<file path="src/rtl/muldiv_pkg.sv">
//==============================================================================
// Module      : muldiv_pkg
// Description : Shared state encoding and op constants for the MULT/DIV
//               sequencer; the main control unit imports the op constants.
// Revision    : 1.0 - initial release
//==============================================================================
`default_nettype none

package muldiv_pkg;

    localparam int ITER_CNT = 32;

    localparam logic OP_MULT = 1'b0;
    localparam logic OP_DIV  = 1'b1;

    typedef enum logic [1:0] {
        IDLE    = 2'd0,
        MUL_RUN = 2'd1,
        DIV_RUN = 2'd2,
        FIX     = 2'd3
    } state_t;

endpackage

`default_nettype wire

</file>
<file path="src/rtl/muldiv_ctrl_div_step.sv">
//==============================================================================
// Module      : div_step
// Description : One combinational restoring-divide step on {R,Q}.
// Revision    : 1.0 - initial release
//==============================================================================
`default_nettype none

module div_step #(
    parameter int WIDTH = 32
) (
    input  logic [WIDTH-1:0] rem_in,
    input  logic [WIDTH-1:0] quo_in,
    input  logic [WIDTH-1:0] divisor,
    output logic [WIDTH-1:0] rem_out,
    output logic [WIDTH-1:0] quo_out
);

    logic [WIDTH:0]   shifted_rem;
    logic [WIDTH+1:0] trial;

    // Two guard bits keep the borrow unambiguous even if R has its top bit set.
    always_comb begin
        shifted_rem = {rem_in, quo_in[WIDTH-1]};
        trial       = {1'b0, shifted_rem} - {2'b00, divisor};
        if (trial[WIDTH+1]) begin
            rem_out = shifted_rem[WIDTH-1:0];
            quo_out = {quo_in[WIDTH-2:0], 1'b0};
        end else begin
            rem_out = trial[WIDTH-1:0];
            quo_out = {quo_in[WIDTH-2:0], 1'b1};
        end
    end

endmodule

`default_nettype wire

</file>
<file path="src/rtl/muldiv_ctrl.sv">
//==============================================================================
// Module      : muldiv_ctrl
// Description : Iterative signed MULT/DIV sequencer owning HI/LO (33 cycles).
//               Optional macro MULDIV_DIV_ZERO_EXC_EN: divide-by-zero trap.
// Revision    : 1.0 - initial release
//==============================================================================
`default_nettype none

module muldiv_ctrl
    import muldiv_pkg::*;
#(
    parameter int WIDTH = ITER_CNT
) (
    input  logic             clock,
    input  logic             reset,
    input  logic             start,
    input  logic             op,
    input  logic [WIDTH-1:0] a_in,
    input  logic [WIDTH-1:0] b_in,
    output logic             busy,
    output logic             done,
    output logic             div_zero,
    output logic [WIDTH-1:0] hi_out,
    output logic [WIDTH-1:0] lo_out
);

    localparam int               CNT_W = $clog2(WIDTH + 1);
    localparam logic [CNT_W-1:0] LAST  = CNT_W'(WIDTH - 1);

    state_t             state;
    logic [CNT_W-1:0]   count;
    logic               op_reg;
    logic               neg_main;
    logic               neg_rem;
    logic [WIDTH-1:0]   operand;
    logic [WIDTH-1:0]   acc_hi;
    logic [WIDTH-1:0]   acc_lo;

    logic [WIDTH-1:0]   a_mag;
    logic [WIDTH-1:0]   b_mag;
    logic [WIDTH:0]     mul_sum;
    logic [WIDTH-1:0]   div_rem;
    logic [WIDTH-1:0]   div_quo;
    logic [2*WIDTH-1:0] prod_fixed;
    logic [WIDTH-1:0]   quo_fixed;
    logic [WIDTH-1:0]   rem_fixed;

    // The most negative value maps onto itself, read back as unsigned 2^(W-1).
    assign a_mag = a_in[WIDTH-1] ? (~a_in + 1'b1) : a_in;
    assign b_mag = b_in[WIDTH-1] ? (~b_in + 1'b1) : b_in;

    assign mul_sum = {1'b0, acc_hi} + (acc_lo[0] ? {1'b0, operand} : '0);

    div_step #(.WIDTH(WIDTH)) u_div_step (
        .rem_in  (acc_hi),
        .quo_in  (acc_lo),
        .divisor (operand),
        .rem_out (div_rem),
        .quo_out (div_quo)
    );

    assign prod_fixed = neg_main ? (~{acc_hi, acc_lo} + 1'b1) : {acc_hi, acc_lo};
    assign quo_fixed  = neg_main ? (~acc_lo + 1'b1) : acc_lo;
    assign rem_fixed  = neg_rem  ? (~acc_hi + 1'b1) : acc_hi;

`ifndef MULDIV_DIV_ZERO_EXC_EN
    assign div_zero = 1'b0;
`endif

    always_ff @(posedge clock) begin
        if (!reset) begin
            state    <= IDLE;
            count    <= '0;
            op_reg   <= OP_MULT;
            neg_main <= 1'b0;
            neg_rem  <= 1'b0;
            operand  <= '0;
            acc_hi   <= '0;
            acc_lo   <= '0;
            busy     <= 1'b0;
            done     <= 1'b0;
            hi_out   <= '0;
            lo_out   <= '0;
`ifdef MULDIV_DIV_ZERO_EXC_EN
            div_zero <= 1'b0;
`endif
        end else begin
            done <= 1'b0;
`ifdef MULDIV_DIV_ZERO_EXC_EN
            div_zero <= 1'b0;
`endif
            case (state)
                IDLE: begin
                    if (start) begin
`ifdef MULDIV_DIV_ZERO_EXC_EN
                        if (op == OP_DIV && b_in == '0) begin
                            done     <= 1'b1;
                            div_zero <= 1'b1;
                        end else
`endif
                        begin
                            op_reg  <= op;
                            count   <= '0;
                            busy    <= 1'b1;
                            acc_hi  <= '0;
                            // A zero divisor leaves Q all-ones, which must not be negated.
                            neg_main <= (a_in[WIDTH-1] ^ b_in[WIDTH-1]) &
                                        ((op == OP_MULT) || (b_in != '0));
                            neg_rem  <= a_in[WIDTH-1];
                            if (op == OP_MULT) begin
                                operand <= a_mag;
                                acc_lo  <= b_mag;
                                state   <= MUL_RUN;
                            end else begin
                                operand <= b_mag;
                                acc_lo  <= a_mag;
                                state   <= DIV_RUN;
                            end
                        end
                    end
                end
                MUL_RUN: begin
                    acc_hi <= mul_sum[WIDTH:1];
                    acc_lo <= {mul_sum[0], acc_lo[WIDTH-1:1]};
                    count  <= count + 1'b1;
                    if (count == LAST) state <= FIX;
                end
                DIV_RUN: begin
                    acc_hi <= div_rem;
                    acc_lo <= div_quo;
                    count  <= count + 1'b1;
                    if (count == LAST) state <= FIX;
                end
                FIX: begin
                    if (op_reg == OP_MULT) begin
                        {hi_out, lo_out} <= prod_fixed;
                    end else begin
                        hi_out <= rem_fixed;
                        lo_out <= quo_fixed;
                    end
                    done  <= 1'b1;
                    busy  <= 1'b0;
                    state <= IDLE;
                end
                default: state <= IDLE;
            endcase
        end
    end

endmodule

`default_nettype wire
</file>
<file path="config.mk">
export PLATFORM = sky130hd
export DESIGN_NAME = muldiv_ctrl
export DESIGN_NICKNAME = d
export VERILOG_FILES = /design/src/rtl/muldiv_pkg.sv /design/src/rtl/muldiv_ctrl_div_step.sv /design/src/rtl/muldiv_ctrl.sv
export SDC_FILE = /design/constraint.sdc
export NUM_CORES = 1
export LEC_CHECK = 0
export ABC_AREA = 1
export BUFFER_PORTS_ARGS = -buffer_cell sky130_fd_sc_hd__buf_2
export CELL_PAD_IN_SITES_DETAIL_PLACEMENT = 1
export CELL_PAD_IN_SITES_GLOBAL_PLACEMENT = 1
export CORE_ASPECT_RATIO = 1.5
export CORE_UTILIZATION = 38
export CTS_BUF_LIST = sky130_fd_sc_hd__clkbuf_16
export CTS_CLUSTER_DIAMETER = 150
export DETAILED_ROUTE_END_ITERATION = 10
export PLACE_DENSITY = 0.84
export SYNTH_ARGS = -nofsm -noshare
export SYNTH_HDL_FRONTEND = slang
export SYNTH_HIERARCHICAL = 1
export SYNTH_SLANG_ARGS = --single-unit
</file>
<file path="constraint.sdc">
create_clock -name clock -period 5.9 [get_ports clock]
set_input_delay 1.18 -clock clock [delete_from_list [all_inputs] [get_ports clock]]
set_output_delay 1.18 -clock clock [all_outputs]
set_load 0.02 [all_outputs]
</file>
Word level (Yosys, flattened, before mapping)
Cells that the tools add are included.
Widths: inputs -> output; s select.
{"block": "totals", "ff_bits": 173, "in_bits": 68, "out_inout_bits": 67, "elab_cells": 71}
{"block": "classes", "addsub": 8, "eq_ne": 6, "muxes": 25, "bitwise_logic": 8, "reduce_logical": 12}
{"operator": "$mux 32", "count": 12}
{"operator": "$pmux 32 s3", "count": 2}
{"operator": "$add 32x1->32 const B", "count": 4}
{"operator": "$not 32->32", "count": 4}
{"operator": "$add 64x1->64 const B", "count": 1}
{"operator": "$mux 64", "count": 1}
{"operator": "$not 64->64", "count": 1}
{"operator": "$sub 33x32->34", "count": 1}
{"operator": "$add 32x32->33", "count": 1}
{"operator": "$reduce_bool 32->1", "count": 1}
{"operator": "$pmux 6 s2", "count": 1}
{"operator": "$reduce_and 2->1", "count": 5}
{"operator": "$add 6x1->6 const B", "count": 1}
{"operator": "$eq 6x5->1 const B", "count": 1}
{"operator": "$mux 2", "count": 3}
{"operator": "$mux 6", "count": 1}
{"operator": "$pmux 2 s3", "count": 1}
{"operator": "$eq 2x2->1 const B", "count": 2}
{"operator": "$reduce_bool 2->1", "count": 2}
{"operator": "$mux 1", "count": 3}
{"operator": "$reduce_bool 3->1", "count": 1}
{"operator": "$eq 2x1->1 const B", "count": 1}
{"operator": "$logic_not 2->1", "count": 1}
{"operator": "$ne 2x1->1 const B", "count": 1}
{"operator": "7 further kinds", "count": 7}

Depth between registers and ports, before layout
{"block": "logic_depth", "ltp_word": 6, "mapped_depth": 19, "depth_no_buf": 19}

Modules after synthesis
Netlist, hierarchy kept.
{"mod": "muldiv_ctrl", "n_inst": 1, "cells_per_inst": 2673, "area_each_um2": 14910.6, "seq_area_each_um2": 3463.3}
{"mod": "div_step", "n_inst": 1, "cells_per_inst": 670, "area_each_um2": 3358.2, "seq_area_each_um2": 0.0}

Worst setup path after synthesis
OpenSTA, ideal clock, no wires.
{"block": "synth_timing", "path_kind": "input to register", "start": "input a_in[1]", "end": "register operand[30]", "setup_ns": 0.113, "arrival_ns": 2.390, "required_ns": 5.787, "path_slack_ns": 3.397, "cell_stages": 13, "path_buffers": 0, "cell_sequence": "inv_1 > ha_1 > nand3_2 > nor2_2 > nand2_2 > nand2_2 > nand3_2 > inv_1 > nand2_1 > nand2_1 > a21oi_1 > o21ai_1 > inv_1"}
{"block": "synth_between", "elab_chain_len": 4}
{"item": "from (decl)", "line_no": "muldiv_ctrl.sv:18", "rtl": "input logic [WIDTH-1:0] a_in,"}
{"item": "$not 32->32", "line_no": "muldiv_ctrl.sv:49", "rtl": "assign a_mag = a_in[WIDTH-1] ? (~a_in + 1'b1) : a_in;"}
{"item": "$add 32x1->32", "line_no": "muldiv_ctrl.sv:49"}
{"item": "$mux 32", "line_no": "muldiv_ctrl.sv:49"}
{"item": "$mux 32", "line_no": "muldiv_ctrl.sv:110", "rtl": "if (op == OP_MULT) begin"}
{"item": "to (signal assigned)", "line_no": "muldiv_ctrl.sv:111", "rtl": "operand <= a_mag;"}
{"item": "to (signal assigned)", "line_no": "muldiv_ctrl.sv:115", "rtl": "operand <= b_mag;"}
{"item": "to (decl)", "line_no": "muldiv_ctrl.sv:35", "rtl": "logic [WIDTH-1:0] operand;"}
No other way between the ends.
A chain may end at the register's enable or synchronous reset.

Worst setup path in the final report
{"block": "layout_timing", "start": "register operand[20]", "end": "register acc_hi[5]"}
{"block": "layout_between", "elab_chain_len": 3}
{"item": "$sub 33x32->34", "line_no": "muldiv_ctrl_div_step.sv:24", "rtl": "trial = {1'b0, shifted_rem} - {2'b00, divisor};"}
{"item": "$mux 32", "line_no": "muldiv_ctrl_div_step.sv:25", "rtl": "if (trial[WIDTH+1]) begin"}
{"item": "net div_rem[5]", "line_no": "muldiv_ctrl.sv:42", "rtl": "logic [WIDTH-1:0] div_rem;"}
{"item": "$pmux 32 s3", "line_no": "muldiv_ctrl.sv:92", "rtl": "case (state)"}
{"item": "to (signal assigned)", "line_no": "muldiv_ctrl.sv:123", "rtl": "acc_hi <= mul_sum[WIDTH:1];"}
{"item": "to (signal assigned)", "line_no": "muldiv_ctrl.sv:129", "rtl": "acc_hi <= div_rem;"}
{"item": "to (decl)", "line_no": "muldiv_ctrl.sv:36", "rtl": "logic [WIDTH-1:0] acc_hi;"}
The timed path passes the listed nets, and every way through them passes these cells.

==> metrics.md <==
| Metric | Value |
|---|---|
| Vias in the first global route | `between 20k and 25k` |
| # resized after CTS | `0` |
| Vias | `22.1k` |
| Hold path startpoint | `lo_out[27]$_SDFFE_PN0P_` |
| Die area | `49,000 sq um` |
| Detail Placement HPWL | `64,300 um` |
| Post-synth EDFFs | `0` |
| CTS root buffer | `clkbuf_16` |
| CP max FO | `34` |
| Clk sinks | `173` |
| Worst Tran Pin Value | `1110 ps` |
| Hold Crit Class | `flop to flop` |
| Antenna-violating nets left | `0` |
| Most used cell, CP | `nand2_1` |
| WL/cell | `20.1 um` |
| Clock Latency Late Sink | `470 ps` |
| Startpoint types | `flop` |
| Yosys reg bits | `173` |
| Row cnt | `between 90 and 100` |
| Post-synthesis sequential area ratio | `a little under a fifth` |
| Post-route core utilization | `roughly two fifths` |
| Fin Hold WS | `just under 500 ps` |
| Crit. End Element | `flop` |
| Core Area | `approximately 48,000 sq um` |
| Via-to-Cell Ratio | `5.54` |
| Starting density of the core | `38.4%` |
| RePlAce Congestion | `a little under 1` |
| Detailed Routing Iterations Pass 1 | `5` |
| Slowest stage delay, CP | `approximately 630 ps` |
| CTS Buf Count | `17` |
| Crit Reg-Reg Startpoint | `operand[20]$_SDFFE_PN0P_` |
| Syn Inst Count | `3,343` |
| H-tree depth | `4` |
| Tot Pwr | `roughly 7.2 mW` |
| Fin crit period | `3320 ps` |
| Yosys warns | `6` |
| PD cells | `365 nW/um^2` |
| Hold-fix buffers, CTS | `0` |
| Clock Skews | `14.6 ps` |
| Routed WL | `79,900 um` |
| Ports | `135` |
| Worst-path cell chain | `inv_1, ha_1, nand2_2, inv_1, nand2_1, nand3_1, a21oi_2, nor2_1, nor2_4, nand2_8, nand2_1, nand2_1, nand2_1, nand2_1, nand2_1, a21oi_1` |
| Synthesized Nets | `3,486` |
| Fmax | `0.301 GHz` |
| Total GRT Usage | `32.5%` |
| Total setup buffers inserted after CTS | `0` |
| Max-Cap Viols | `0` |
| Die span in y | `271 um` |
| Ys flop type | `dfxtp_1` |
| Max stage delay cell, worst path | `nor2_4` |
| Largest vdd supply drop | `313 uV` |
| Period utilization | `56.4%` |
| Unrepaired setup endpoints after global routing | `false` |
| Layout Nets | `3,511` |
| Final Max Tran Viols | `0` |
| Die W | `181 um` |
| Antenna cell count | `0` |
| First-pass GRT wire length | `approximately 120,000 um` |
| Outcome | `finished, final reports clean` |
| Layout cells sized above 1 | `8.10%` |
| Pre-CTS WS | `2410 ps` |
| Mapped cell area | `roughly 18,000 sq um` |
| GR Overflow Total | `0` |
| Critical path origin | `operand[20]$_SDFFE_PN0P_` |
| Iteration-0 DRC Markers | `1,518` |
| Clock buffer depth | `2` |
| Area Overhead vs Synth | `7.91%` |
| Most frequent cells in the layout | `nand2_1 (1,208), inv_1 (507), nor2_1 (278)` |
| CTS clk-pin slew, worst paths | `around 70 ps` |
| Unique masters post-synth | `58` |
| Asr flop ratio synth | `0%` |
| CTS tree | `done` |
| CP Class | `flop to flop` |
| Arrival time worst endpoint | `3640 ps` |
| Most common cell after layout, fill and taps aside | `nand2_1` |
| Final Hold Viols | `0` |
| Leak Pwr | `10.8 nW` |
| Setup TNS | `0 ps` |
| Relative slew margins | `25.8%` |
| Final Setup Violations | `0` |
| Req. time, crit path | `6210 ps` |
| Initial antenna violation count | `0` |
| Port Buf Inserts | `133` |
| Mean Syn Cell Area | `around 5.5 sq um` |
| Setup ws final | `~2600 ps` |
| Largest net degree at the start of global routing | `73` |
| DRC Markers | `0` |
critical path, delay by kind of cell (launching register included):
kind	cells	cell delay, ps
AOI/OAI and AO/OA	2	260
DFF	1	460
buffers and inverters	2	130
adders and majority gates	1	390
and+or+nand+nor	11	1890
logic make-up (layout without fill, tap and decap cells):
family / after synthesis / after routing / share of synthesized area, %
other cells: 1 / 1 / 0.0205
buf+inv: 665 / 703 / 14.8
simple gates: 1886 / 1886 / 43.3
compound gates: 460 / 460 / 13.8
flops: 173 / 173 / 19.0
xor+xnor: 83 / 83 / 3.98
fa+ha+maj: 75 / 75 / 5.22
path summary, 6_finish.rpt:
| check | end | slack [ps] | depth (start not counted) |
|---|---|---|---|
| min reg2reg | lo_out[27]$_SDFFE_PN0P_ | 490 | 2 |
| max | acc_hi[5]$_SDFFE_PN0P_ | 2580 | 16 |
| max reg2reg | acc_hi[5]$_SDFFE_PN0P_ | 2580 | 16 |
| min | lo_out[27]$_SDFFE_PN0P_ | 490 | 2 |
cell usage after synthesis, types with 2 or more instances:
master,count,area (sq um)
buf_6,3,33.8
o221ai_1,7,61.3
inv_2,9,33.8
a21oi_1,175,876
dfxtp_1,173,3460
o21a_1,3,22.5
nor3_1,15,75.1
a21o_1,2,15.0
nand2_1,1209,4540
nand3b_1,11,82.6
inv_1,507,1900
nor2_2,20,125
fa_1,2,40.0
a31oi_1,28,175
a21oi_2,3,26.3
nor3b_1,2,15.0
clkinv_1,2,7.51
a211oi_1,2,15.0
nor2_1,278,1040
o211ai_1,27,203
xnor2_1,9,78.8
clkbuf_1,80,300
nor3_2,3,30.0
nor2_4,7,78.8
nand4_1,28,175
nand2_2,15,93.8
o21ai_0,184,921
nand3_2,16,160
o21ai_1,12,60.1
ha_1,73,913
a22o_1,2,17.5
buf_2,17,85.1
nand3_1,253,1270
and2_1,15,93.8
o21bai_1,5,37.5
xor2_1,74,648
buf_4,34,255
or2_2,6,37.5
buf_1,11,41.3
o21ai_2,2,17.5
a22oi_1,2,15.0
per-stage QoR:
| stage | cells | area (sq um) |
|---|---|---|
| finish | 3981 | 19700 |
| global route | 3981 | 19700 |
| CTS | 3981 | 19700 |
| detailed placement | 3949 | 19100 |
| global placement | 3949 | 19100 |
| floorplan | 3343 | 18300 |
routing by layer:
layer | track usage (%) | wire, um | share of wire [%] | up-vias
met1 | 32.0 | 28500 | 36 | 10467
met2 | 58.4 | 39300 | 49 | 736
li1 | - | - | - | 10486
met4 | 31.5 | 8630 | 11 | 0
met5 | 0 | 0 | 0 | -
met3 | 4.07 | 3490 | 4.4 | 376
layout make-up:
class / instances / area (sq um)
fill: 6928 / 27900
multi-input combinational: 2505 / 12100
sequential: 173 / 3460
inverter: 518 / 1940
timing repair buffer: 153 / 818
tap: 600 / 751
clock buffer: 17 / 425
clock inverter: 15 / 184
where the power goes:
group          total (mW)  switching, mW  internal (mW)
clock                1.21          0.571          0.640
combinational        4.27           3.12           1.15
sequential           1.72          0.324           1.39
total                7.20           4.02           3.18
No activity file was read; power rests on OpenSTA's default activity.
